--- src/rtl/sram_bus_master_if.sv ---
// Command, bus and response signals of the SRAM bus-master stage.
// The master modport is the DUT view; slave is the requester/slave-model view.
interface sram_bus_master_if #(
  parameter int unsigned addr_width = 4,
  parameter int unsigned word_width = 8
);
  logic                  cmd_valid;
  logic                  cmd_ready;
  logic                  cmd_write;
  logic [addr_width-1:0] cmd_addr;
  logic [word_width-1:0] cmd_wdata;
  logic                  hsel;
  logic [addr_width-1:0] haddr;
  logic                  hwrite;
  logic [word_width-1:0] hwdata;
  logic [word_width-1:0] hrdata;
  logic                  hready;
  logic                  rsp_valid;
  logic                  rsp_write;
  logic [word_width-1:0] rsp_rdata;
  logic                  rsp_err;
  logic                  busy;

  modport master (
    input  cmd_valid, cmd_write, cmd_addr, cmd_wdata, hrdata, hready,
    output cmd_ready, hsel, haddr, hwrite, hwdata,
           rsp_valid, rsp_write, rsp_rdata, rsp_err, busy
  );

  modport slave (
    output cmd_valid, cmd_write, cmd_addr, cmd_wdata, hrdata, hready,
    input  cmd_ready, hsel, haddr, hwrite, hwdata,
           rsp_valid, rsp_write, rsp_rdata, rsp_err, busy
  );
endinterface

--- src/rtl/sram_bus_master.sv ---
// Buffered single-transfer bus master: command FIFO, ADDR/DATA bus sequencing,
// hready wait handling with a timeout watchdog, and one response per command.
module sram_bus_master #(
  parameter int unsigned addr_width  = 4,
  parameter int unsigned word_width  = 8,
  parameter int unsigned cmd_depth   = 4,
  parameter int unsigned timeout_cyc = 16
) (
  input  logic               hclk,
  input  logic               hrst,
  sram_bus_master_if.master  bus
);

  localparam int unsigned ptr_w = (cmd_depth > 1) ? $clog2(cmd_depth) : 1;
  localparam int unsigned cnt_w = $clog2(cmd_depth + 1);
  localparam int unsigned to_w  = (timeout_cyc > 1) ? $clog2(timeout_cyc + 1) : 1;
  // Only meaningful when the watchdog is enabled (timeout_cyc != 0).
  localparam logic [to_w-1:0] to_last = to_w'(timeout_cyc - 1);

  typedef enum logic [1:0] {IDLE, ADDR, DATA, RESP} state_e;

  state_e                state_q, state_d;
  logic [to_w-1:0]       to_cnt_q, to_cnt_d;
  logic [addr_width-1:0] cur_addr_q, cur_addr_d;
  logic                  cur_write_q, cur_write_d;
  logic [word_width-1:0] cur_wdata_q, cur_wdata_d;
  logic                  rsp_valid_q, rsp_valid_d;
  logic                  rsp_write_q, rsp_write_d;
  logic [word_width-1:0] rsp_rdata_q, rsp_rdata_d;
  logic                  rsp_err_q, rsp_err_d;

  logic [addr_width-1:0] mem_addr  [cmd_depth];
  logic [word_width-1:0] mem_wdata [cmd_depth];
  logic                  mem_write [cmd_depth];
  logic [ptr_w-1:0]      wr_ptr_q, rd_ptr_q;
  logic [cnt_w-1:0]      count_q;
  logic                  full, empty, push, pop;

  assign full  = (count_q == cnt_w'(cmd_depth));
  assign empty = (count_q == '0);
  assign push  = bus.cmd_valid && !full;
  assign pop   = (state_q == IDLE) && !empty;

  // FIFO storage needs no reset; validity is tracked by count_q.
  always_ff @(posedge hclk) begin
    if (push) begin
      mem_addr[wr_ptr_q]  <= bus.cmd_addr;
      mem_wdata[wr_ptr_q] <= bus.cmd_wdata;
      mem_write[wr_ptr_q] <= bus.cmd_write;
    end
  end

  always_ff @(posedge hclk or posedge hrst) begin
    if (hrst) begin
      wr_ptr_q <= '0;
      rd_ptr_q <= '0;
      count_q  <= '0;
    end else begin
      if (push) wr_ptr_q <= wr_ptr_q + ptr_w'(1);
      if (pop)  rd_ptr_q <= rd_ptr_q + ptr_w'(1);
      case ({push, pop})
        2'b10:   count_q <= count_q + cnt_w'(1);
        2'b01:   count_q <= count_q - cnt_w'(1);
        default: count_q <= count_q;
      endcase
    end
  end

  always_comb begin
    state_d     = state_q;
    to_cnt_d    = to_cnt_q;
    cur_addr_d  = cur_addr_q;
    cur_write_d = cur_write_q;
    cur_wdata_d = cur_wdata_q;
    rsp_valid_d = 1'b0;
    rsp_write_d = rsp_write_q;
    rsp_rdata_d = rsp_rdata_q;
    rsp_err_d   = rsp_err_q;
    unique case (state_q)
      IDLE: begin
        if (!empty) begin
          state_d     = ADDR;
          cur_addr_d  = mem_addr[rd_ptr_q];
          cur_write_d = mem_write[rd_ptr_q];
          cur_wdata_d = mem_wdata[rd_ptr_q];
        end
      end
      ADDR: state_d = DATA;
      DATA: begin
        if (bus.hready) begin
          state_d     = RESP;
          rsp_valid_d = 1'b1;
          rsp_write_d = cur_write_q;
          rsp_rdata_d = cur_write_q ? '0 : bus.hrdata;
          rsp_err_d   = 1'b0;
        end else if ((timeout_cyc != 0) && (to_cnt_q == to_last)) begin
          state_d     = RESP;
          rsp_valid_d = 1'b1;
          rsp_write_d = cur_write_q;
          rsp_rdata_d = '0;
          rsp_err_d   = 1'b1;
        end else begin
          to_cnt_d = to_cnt_q + to_w'(1);
        end
      end
      RESP: begin
        state_d  = IDLE;
        to_cnt_d = '0;
      end
      default: state_d = IDLE;
    endcase
  end

  always_ff @(posedge hclk or posedge hrst) begin
    if (hrst) begin
      state_q     <= IDLE;
      to_cnt_q    <= '0;
      cur_addr_q  <= '0;
      cur_write_q <= 1'b0;
      cur_wdata_q <= '0;
      rsp_valid_q <= 1'b0;
      rsp_write_q <= 1'b0;
      rsp_rdata_q <= '0;
      rsp_err_q   <= 1'b0;
    end else begin
      state_q     <= state_d;
      to_cnt_q    <= to_cnt_d;
      cur_addr_q  <= cur_addr_d;
      cur_write_q <= cur_write_d;
      cur_wdata_q <= cur_wdata_d;
      rsp_valid_q <= rsp_valid_d;
      rsp_write_q <= rsp_write_d;
      rsp_rdata_q <= rsp_rdata_d;
      rsp_err_q   <= rsp_err_d;
    end
  end

  // Outputs are direct decodes of registered state only.
  assign bus.cmd_ready = !full;
  assign bus.hsel      = (state_q == ADDR) || (state_q == DATA);
  assign bus.haddr     = cur_addr_q;
  assign bus.hwrite    = cur_write_q;
  assign bus.hwdata    = cur_wdata_q;
  assign bus.rsp_valid = rsp_valid_q;
  assign bus.rsp_write = rsp_write_q;
  assign bus.rsp_rdata = rsp_rdata_q;
  assign bus.rsp_err   = rsp_err_q;
  assign bus.busy      = !empty || (state_q != IDLE);

endmodule

--- src/flat_wrapper.sv ---
// flat-port wrapper written by rule: the top's interface ports become plain ports
module sram_bus_master_flat 
#(
  parameter int unsigned addr_width  = 4,
  parameter int unsigned word_width  = 8,
  parameter int unsigned cmd_depth   = 4,
  parameter int unsigned timeout_cyc = 16
)
  (hclk, hrst, bus_cmd_valid, bus_cmd_write, bus_cmd_addr, bus_cmd_wdata, bus_hrdata, bus_hready, bus_cmd_ready, bus_hsel, bus_haddr, bus_hwrite, bus_hwdata, bus_rsp_valid, bus_rsp_write, bus_rsp_rdata, bus_rsp_err, bus_busy);
  sram_bus_master_if #(.addr_width(addr_width), .word_width(word_width)) bus_i ();
  input  logic hclk;
  input  logic hrst;
  input wire logic [$bits(bus_i.cmd_valid)-1:0] bus_cmd_valid;
  input wire logic [$bits(bus_i.cmd_write)-1:0] bus_cmd_write;
  input wire logic [$bits(bus_i.cmd_addr)-1:0] bus_cmd_addr;
  input wire logic [$bits(bus_i.cmd_wdata)-1:0] bus_cmd_wdata;
  input wire logic [$bits(bus_i.hrdata)-1:0] bus_hrdata;
  input wire logic [$bits(bus_i.hready)-1:0] bus_hready;
  output wire logic [$bits(bus_i.cmd_ready)-1:0] bus_cmd_ready;
  output wire logic [$bits(bus_i.hsel)-1:0] bus_hsel;
  output wire logic [$bits(bus_i.haddr)-1:0] bus_haddr;
  output wire logic [$bits(bus_i.hwrite)-1:0] bus_hwrite;
  output wire logic [$bits(bus_i.hwdata)-1:0] bus_hwdata;
  output wire logic [$bits(bus_i.rsp_valid)-1:0] bus_rsp_valid;
  output wire logic [$bits(bus_i.rsp_write)-1:0] bus_rsp_write;
  output wire logic [$bits(bus_i.rsp_rdata)-1:0] bus_rsp_rdata;
  output wire logic [$bits(bus_i.rsp_err)-1:0] bus_rsp_err;
  output wire logic [$bits(bus_i.busy)-1:0] bus_busy;
  assign bus_i.cmd_valid = bus_cmd_valid;
  assign bus_i.cmd_write = bus_cmd_write;
  assign bus_i.cmd_addr = bus_cmd_addr;
  assign bus_i.cmd_wdata = bus_cmd_wdata;
  assign bus_i.hrdata = bus_hrdata;
  assign bus_i.hready = bus_hready;
  assign bus_cmd_ready = bus_i.cmd_ready;
  assign bus_hsel = bus_i.hsel;
  assign bus_haddr = bus_i.haddr;
  assign bus_hwrite = bus_i.hwrite;
  assign bus_hwdata = bus_i.hwdata;
  assign bus_rsp_valid = bus_i.rsp_valid;
  assign bus_rsp_write = bus_i.rsp_write;
  assign bus_rsp_rdata = bus_i.rsp_rdata;
  assign bus_rsp_err = bus_i.rsp_err;
  assign bus_busy = bus_i.busy;
  sram_bus_master #(.addr_width(addr_width), .word_width(word_width), .cmd_depth(cmd_depth), .timeout_cyc(timeout_cyc)) u_core (.hclk(hclk), .hrst(hrst), .bus(bus_i));
endmodule
--- config.mk ---
export PLATFORM = sky130hd
export DESIGN_NAME = sram_bus_master_flat
export DESIGN_NICKNAME = d
export VERILOG_FILES = /design/src/rtl/sram_bus_master_if.sv /design/src/rtl/sram_bus_master.sv /design/src/flat_wrapper.sv
export SDC_FILE = /design/constraint.sdc
export NUM_CORES = 1
export LEC_CHECK = 0
export ABC_AREA = 0
export ABC_CLOCK_PERIOD_IN_PS = 2900
export CAP_MARGIN = 30
export CORE_ASPECT_RATIO = 1.5
export CORE_UTILIZATION = 46
export CTS_CLUSTER_DIAMETER = 150
export DETAILED_ROUTE_END_ITERATION = 8
export DONT_BUFFER_PORTS = 1
export PLACE_DENSITY = 0.64
export SLEW_MARGIN = 10
export SYNTH_ARGS = -nofsm -noshare
export SYNTH_HDL_FRONTEND = slang
export SYNTH_SLANG_ARGS = --single-unit
--- constraint.sdc ---
create_clock -name hclk -period 2.9 [get_ports hclk]
set_input_delay 0.58 -clock hclk [delete_from_list [all_inputs] [get_ports hclk]]
set_output_delay 0.58 -clock hclk [all_outputs]
set_load 0.02 [all_outputs]
; ---- Yosys cells after proc, flatten, opt, wreduce, memory -nomap -nowiden
; Memory sizes are Yosys's and may differ from the RTL's. A register that Yosys moved wholly into a read port is not among the register bits.
; Index checks and enable logic that the tools add are counted.
[op_classes]
n_mux = 20
reduce_logical = 16
n_bitwise = 1
addsub = 5
eq_ne = 11
[op_table]
columns = operator, n
row1 = 8-bit two-way mux, 3
row2 = 5-bit two-way mux, 2
row3 = 5-bit one-hot mux with 2 select lines, 1
row4 = 1-bit two-way mux, 9
row5 = 2-bit one-hot mux with 4 select lines, 1
row6 = 2-bit nonzero test, 4
row7 = 2-bit == test (second input constant), 3
row8 = 2-bit two-way mux, 3
row9 = 2-bit != test (second input constant), 3
row10 = 3-bit one-hot mux with 2 select lines, 1
row11 = 2-bit AND reduction, 3
row12 = 5-bit by 1-bit adder with 5-bit output (second input constant), 1
row13 = 5-bit by 4-bit == test with 1-bit output (second input constant), 1
row14 = 2-bit by 1-bit adder with 2-bit output (second input constant), 2
row15 = 2-bit by 1-bit == test with 1-bit output (second input constant), 2
row16 = 3-bit by 1-bit adder with 3-bit output (second input constant), 1
row17 = 3-bit == test (second input constant), 1
row18 = 3-bit logical NOT, 1
row19 = 3-bit by 2-bit != test with 1-bit output (second input constant), 1
row20 = 3-bit AND reduction, 1
row21 = 3-bit by 1-bit subtractor with 3-bit output (second input constant), 1
row22 = 1-bit logical AND, 2
row23 = 1-bit logical NOT, 2
row24 = 2-bit logical NOT, 1
row25 = 2 further kinds, 3
[totals]
ram_bits = 52
mem_count = 3
out_inout_bits = 27
wordCells = 65
ff_bits = 25
[memory_table]
columns = memory, words, width, read_ports, rd_clocked_by_memory_dff, wr, line_no
row1 = u_core.mem_wdata, 4, 8, 1, 1, 1, sram_bus_master.sv:33  ; logic [word_width-1:0] mem_wdata [cmd_depth];
row2 = u_core.mem_addr, 4, 4, 1, 1, 1, sram_bus_master.sv:32  ; logic [addr_width-1:0] mem_addr [cmd_depth];
row3 = u_core.mem_write, 4, 1, 1, 1, 1, sram_bus_master.sv:34  ; logic mem_write [cmd_depth];

; ---- Logic depth before layout (Yosys ltp)
[depth]
depth_word = 5
depth_mapped = 8
mapped_depth_nobuf = 7

; ---- Worst setup path before layout
; Ideal clock, no wire load.
[synth_timing]
path_type = input -> register
from = in bus_cmd_valid
to = reg u_core.count_q[1]
required_ns = 2.779
cell_stages = 7
arrival_ns = 2.015
path_slack_ns = 0.764
setup_time_ns = 0.121
n_path_buf = 1
cell_sequence = clkbuf_1 inv_1 a21oi_1 nor2_1 fa_1 o2111a_1 o22a_1
[synth_via]
elab_chain_cells = 3
[synth_rtl]
columns = item, line_no
row1 = "start, declared", flat_wrapper.sv:13  ; input wire logic [$bits(bus_i.cmd_valid)-1:0] bus_cmd_valid;
row2 = 1-bit logical AND *, sram_bus_master.sv:41  ; assign push = bus.cmd_valid && !full;
row3 = 2-bit by 1-bit == test with 1-bit output or 2-bit == test (tied branches), sram_bus_master.sv:61  ; case ({push, pop})
row4 = 3-bit one-hot mux with 2 select lines or 2-bit nonzero test (tied branches), -
row5 = "end signal, assigned", sram_bus_master.sv:62  ; 2'b10: count_q <= count_q + cnt_w'(1);
row6 = "end signal, assigned", sram_bus_master.sv:63  ; 2'b01: count_q <= count_q - cnt_w'(1);
row7 = "end signal, assigned", sram_bus_master.sv:64  ; default: count_q <= count_q;
row8 = "end, declared", sram_bus_master.sv:36  ; logic [cnt_w-1:0] count_q;
; Every way passes the cells marked *; elsewhere a longest branch is shown, timed or not.
; A chain may end at the register's enable or synchronous reset.

; ---- Worst setup path after layout
[layout_timing]
from = reg u_core.count_q[0]
to = reg u_core.count_q[1]
[layout_via]
elab_chain_cells = 5
[layout_rtl]
columns = item, line_no
row1 = 3-bit == test or 3-bit logical NOT (tied branches), "sram_bus_master.sv:39, sram_bus_master.sv:40"
row2 = 1-bit logical NOT (on tied branches), "sram_bus_master.sv:41, sram_bus_master.sv:42"
row3 = 1-bit logical AND (on tied branches), "sram_bus_master.sv:41, sram_bus_master.sv:42"
row4 = 2-bit by 1-bit == test with 1-bit output or 2-bit == test (tied branches), sram_bus_master.sv:61
row5 = 3-bit one-hot mux with 2 select lines or 2-bit nonzero test (tied branches), -
; Parallel ways exist; a longest one is shown, timed or not.

==> run_results.csv <==
group,metric,value,unit
run,maxCapViolations,0,
status,status,"finished, final reports clean",
sta,post-route-min-period,2.377,ns
synthesis,ys_ff_latch,90,
clock_tree,max-clock-path-buffers,2,
sta,worstMarginPinSlew,0.8806,ns
synthesis,synth_cells,235,
place,pre_cts_slack,0.4900,ns
final_layout,most-common-layout-cells,"52 x edfxtp_1, 38 x dfrtp_1, 22 x nand2_1",
final_layout,nets,276,
worst_hold_path,hold_class,"input pin to asynchronous set/reset pin",
sta,hold_violations,0,
die,io_pins,52,
sta,drv_slew,0,
place,post_dp_cell_area,3835,um2
die,initial_core_util,48.17,%
route,wire_per_inst,17.34,um
route,viasPerCell,5.365,
die,die_w,75.60,um
final_layout,fillers,626,
sta,fmaxAchievable,0.4207,GHz
final_layout,layout_commonest_cell,"edfxtp_1",
grt,grt_pass1_wl,9480,um
final_layout,multi_input_comb_area,1094,um2
die,fp.dieArea,8497,um2
worst_setup_path,critPathMaxStageDelay,0.81,ns
route,vias,1867,
die,core_area,7759,um2
sta,setup_viol,0,
clock_tree,htreeDepth,3,
clock_tree,clock_latency,0.33,ns
grt,antenna_found_initial,0,
power_and_ir_drop,ir_worst_vdd,0.5611,mV
synthesis,synth_largest_area_cell,"edfxtp_1",
final_layout,final_area,4093,um2
route,dr.first_iter.drc_count,65,
clock_tree,cts_buffers,9,
worst_setup_path,worst_path_max_delay_cell,"o31ai_4",
place,port_buffers,0,
worst_setup_path,critical-path-top-delay-family,"compound AO/OA/AOI/OAI gates",
synthesis,synth-edff-count,52,
final_layout,diodes,0,
worst_setup_path,cp.buffers_inverters,0,
sta,relSlewSlack,41.30,%
route,drt_wl_total,6035,um
worst_setup_path,crit_path_end_kind,"register",
clock_tree,root_buffer,"clkbuf_16",
power_and_ir_drop,pwr-share-seq,50.3,%
synthesis,yosysSeqAreaShare,67.22,%
place,hpwl,3999,um
grt,grt_max_degree,39,
clock_tree,clkTransAtPathRegs,0.06,ns
grt,grt_pass1_vias,1851,
synthesis,synth_cell_types,37,
power_and_ir_drop,p_leak,1.553,nW
synthesis,synthTopCellsByArea,"edfxtp_1 42%, dfrtp_1 25%, mux4_2 6.6%",
worst_setup_path,cp.arrival,2.59,ns
clock_tree,ctsResizeCount,0,
synthesis,yosys_warnings,0,
power_and_ir_drop,power_frac_comb,26.9,%
sta,holdWs,0.2543,ns
clock_tree,cts_setup_buffers,0,
route,drcViolationCount,0,
die,die_y,112.4,um
synthesis,netlist_area,3737,um2
clock_tree,cts_tree,"done",
sta,fin_ws,0.5230,ns
sta,setup_tns,0,ns
synthesis,synth_top_area_share,41.78,%
route,drtAntennaViolNets,0,
place,place.gp.congestion,0.6601,
power_and_ir_drop,p_per_area,1083,nW/um2
worst_setup_path,cp_max_fo,16,
final_layout,regArea,2512,um2
power_and_ir_drop,switchingPower,0.001486,W
synthesis,dominantRegCellSynth,"edfxtp_1",
synthesis,async_flop_share,42.22,%
die,num_rows,39,
synthesis,syn_nets,270,
power_and_ir_drop,internal-power,0.002945,W
worst_setup_path,critPathRequiredTime,3.12,ns
worst_setup_path,critical_path_class,"register to register",
synthesis,syn_avg_cell_area,15.90,um2
grt,grt_overflow,0,
sta,fin_crit_sh,81.97,%
clock_tree,cts_hold_buf,0,
route,first_pass_iters,4,
clock_tree,cts_sinks,90,
worst_setup_path,critPathLaunchType,"register",
final_layout,drive_above_1_share,20.73,%
sta,skew,0.004065,ns
power_and_ir_drop,p_sw_share,33.53,%
grt,grt_usage,15.89,%
power_and_ir_drop,p_clk_share,22.8,%
sta,rsz0062_at_grt,"no",
final_layout,area_growth,9.508,%
worst_setup_path,path_cells,"o31ai_4 > nor2_1 > fa_1 > o2111a_1 > o22a_1",
[power by group through the flow]
stage | Clock (W) | Combinational (W) | Sequential [W]
2_1_floorplan | 0 | 0.00113 | 0.00209
3_3_place_gp | 0 | 0.00118 | 0.00225
3_5_place_dp | 0 | 0.00122 | 0.00227
4_1_cts | 0.00104 | 0.00122 | 0.00225
5_1_grt | 0.00109 | 0.00133 | 0.00229
6_report | 0.00101 | 0.00119 | 0.00223
[cells in the mapped netlist, types with 2 or more instances]
master / count
o2bb2ai_1: 2
mux2_2: 17
buf_2: 5
xnor2_1: 3
nor2_1: 6
mux4_2: 11
edfxtp_1: 52
clkbuf_1: 4
a21oi_1: 2
buf_6: 2
nand2_1: 22
dfrtp_1: 38
nor2b_1: 2
a32o_1: 2
ha_1: 9
inv_1: 13
mux4_1: 2
and2_1: 4
o22a_1: 2
nand3_1: 3
nand4_1: 2
o211ai_1: 2
o21ai_0: 14
a21o_1: 2
nor3_1: 2
[worst paths after layout]
kind / start / end / slack [ns] / depth (start not counted)
hold reg to reg: u_core.to_cnt_q[4]$_DFFE_PP0P_ / u_core.to_cnt_q[4]$_DFFE_PP0P_ / 0.49 / 1
min in group hclk: bus_cmd_wdata[0] / u_core.mem_wdata[3][0]$_DFFE_PP_ / 0.34 / 0
setup / recovery: u_core.count_q[0]$_DFFE_PP0P_ / u_core.count_q[1]$_DFFE_PP0P_ / 0.52 / 5
max in group asynchronous: hrst / u_core.bus.haddr[3]$_DFFE_PP0P_ / 2.28 / 2
hold / removal: hrst / u_core.bus.hwdata[6]$_DFFE_PP0P_ / 0.25 / 2
setup reg to reg: u_core.count_q[0]$_DFFE_PP0P_ / u_core.count_q[1]$_DFFE_PP0P_ / 0.52 / 5
[final cells by class]
type	instances	share of cell area (%)
Inverter	13	1.192
Multi-Input combinational cell	120	26.72
Tap cell	102	3.118
Clock inverter	3	0.4280
Clock buffer	13	5.870
Timing Repair Buffer	7	1.284
Sequential cell	90	61.39
[through the flow]
step | utilization [%] | power [W] | cells
after floorplan | - | 0.003226 | 235
after global placement | 49.43 | 0.003424 | 332
after detailed placement | 49.43 | 0.003491 | 332
after CTS | 52.75 | 0.004506 | 348
after global routing | 52.75 | 0.004714 | 348
final | 52.75 | 0.004431 | 348
[metal layers]
layer | up-vias | wire length, um | global-route usage (%)
li1 | 879 | - | -
met1 | 932 | 2313 | 16.99
met2 | 46 | 3294 | 27.98
met3 | 10 | 286 | 3.860
met4 | 0 | 141 | 8.148
met5 | - | 0 | 0
[flip-flops by register name, summed over array words and instances (netlist names), 2 cells and up]
register / cells
u_core.mem_write: 4
u_core.wr_ptr_q: 2
u_core.mem_wdata: 32
u_core.count_q: 3
u_core.rd_ptr_q: 2
u_core.state_q: 2
u_core.bus.rsp_rdata: 8
u_core.bus.haddr: 4
u_core.mem_addr: 16
u_core.bus.hwdata: 8
u_core.to_cnt_q: 5
[cells by family (layout without fill, tap and decap cells)]
group	count (synthesis)	in the layout	share of synthesized area, %
fa+ha+maj	10	10	3.549
mux	30	30	13.16
compound gates	31	31	5.959
simple gates	45	45	5.658
flops	90	90	67.22
buf+inv	25	36	3.515
xor+xnor	4	4	0.9376
[worst register-to-register path, cell delays in order, from the launching register on]
cell and delay, ns:
dfrtp_1 0.48, o31ai_4 0.82, nor2_1 0.17, fa_1 0.49
o2111a_1 0.14, o22a_1 0.17
Note: power is estimated with default switching activity, not from simulation.
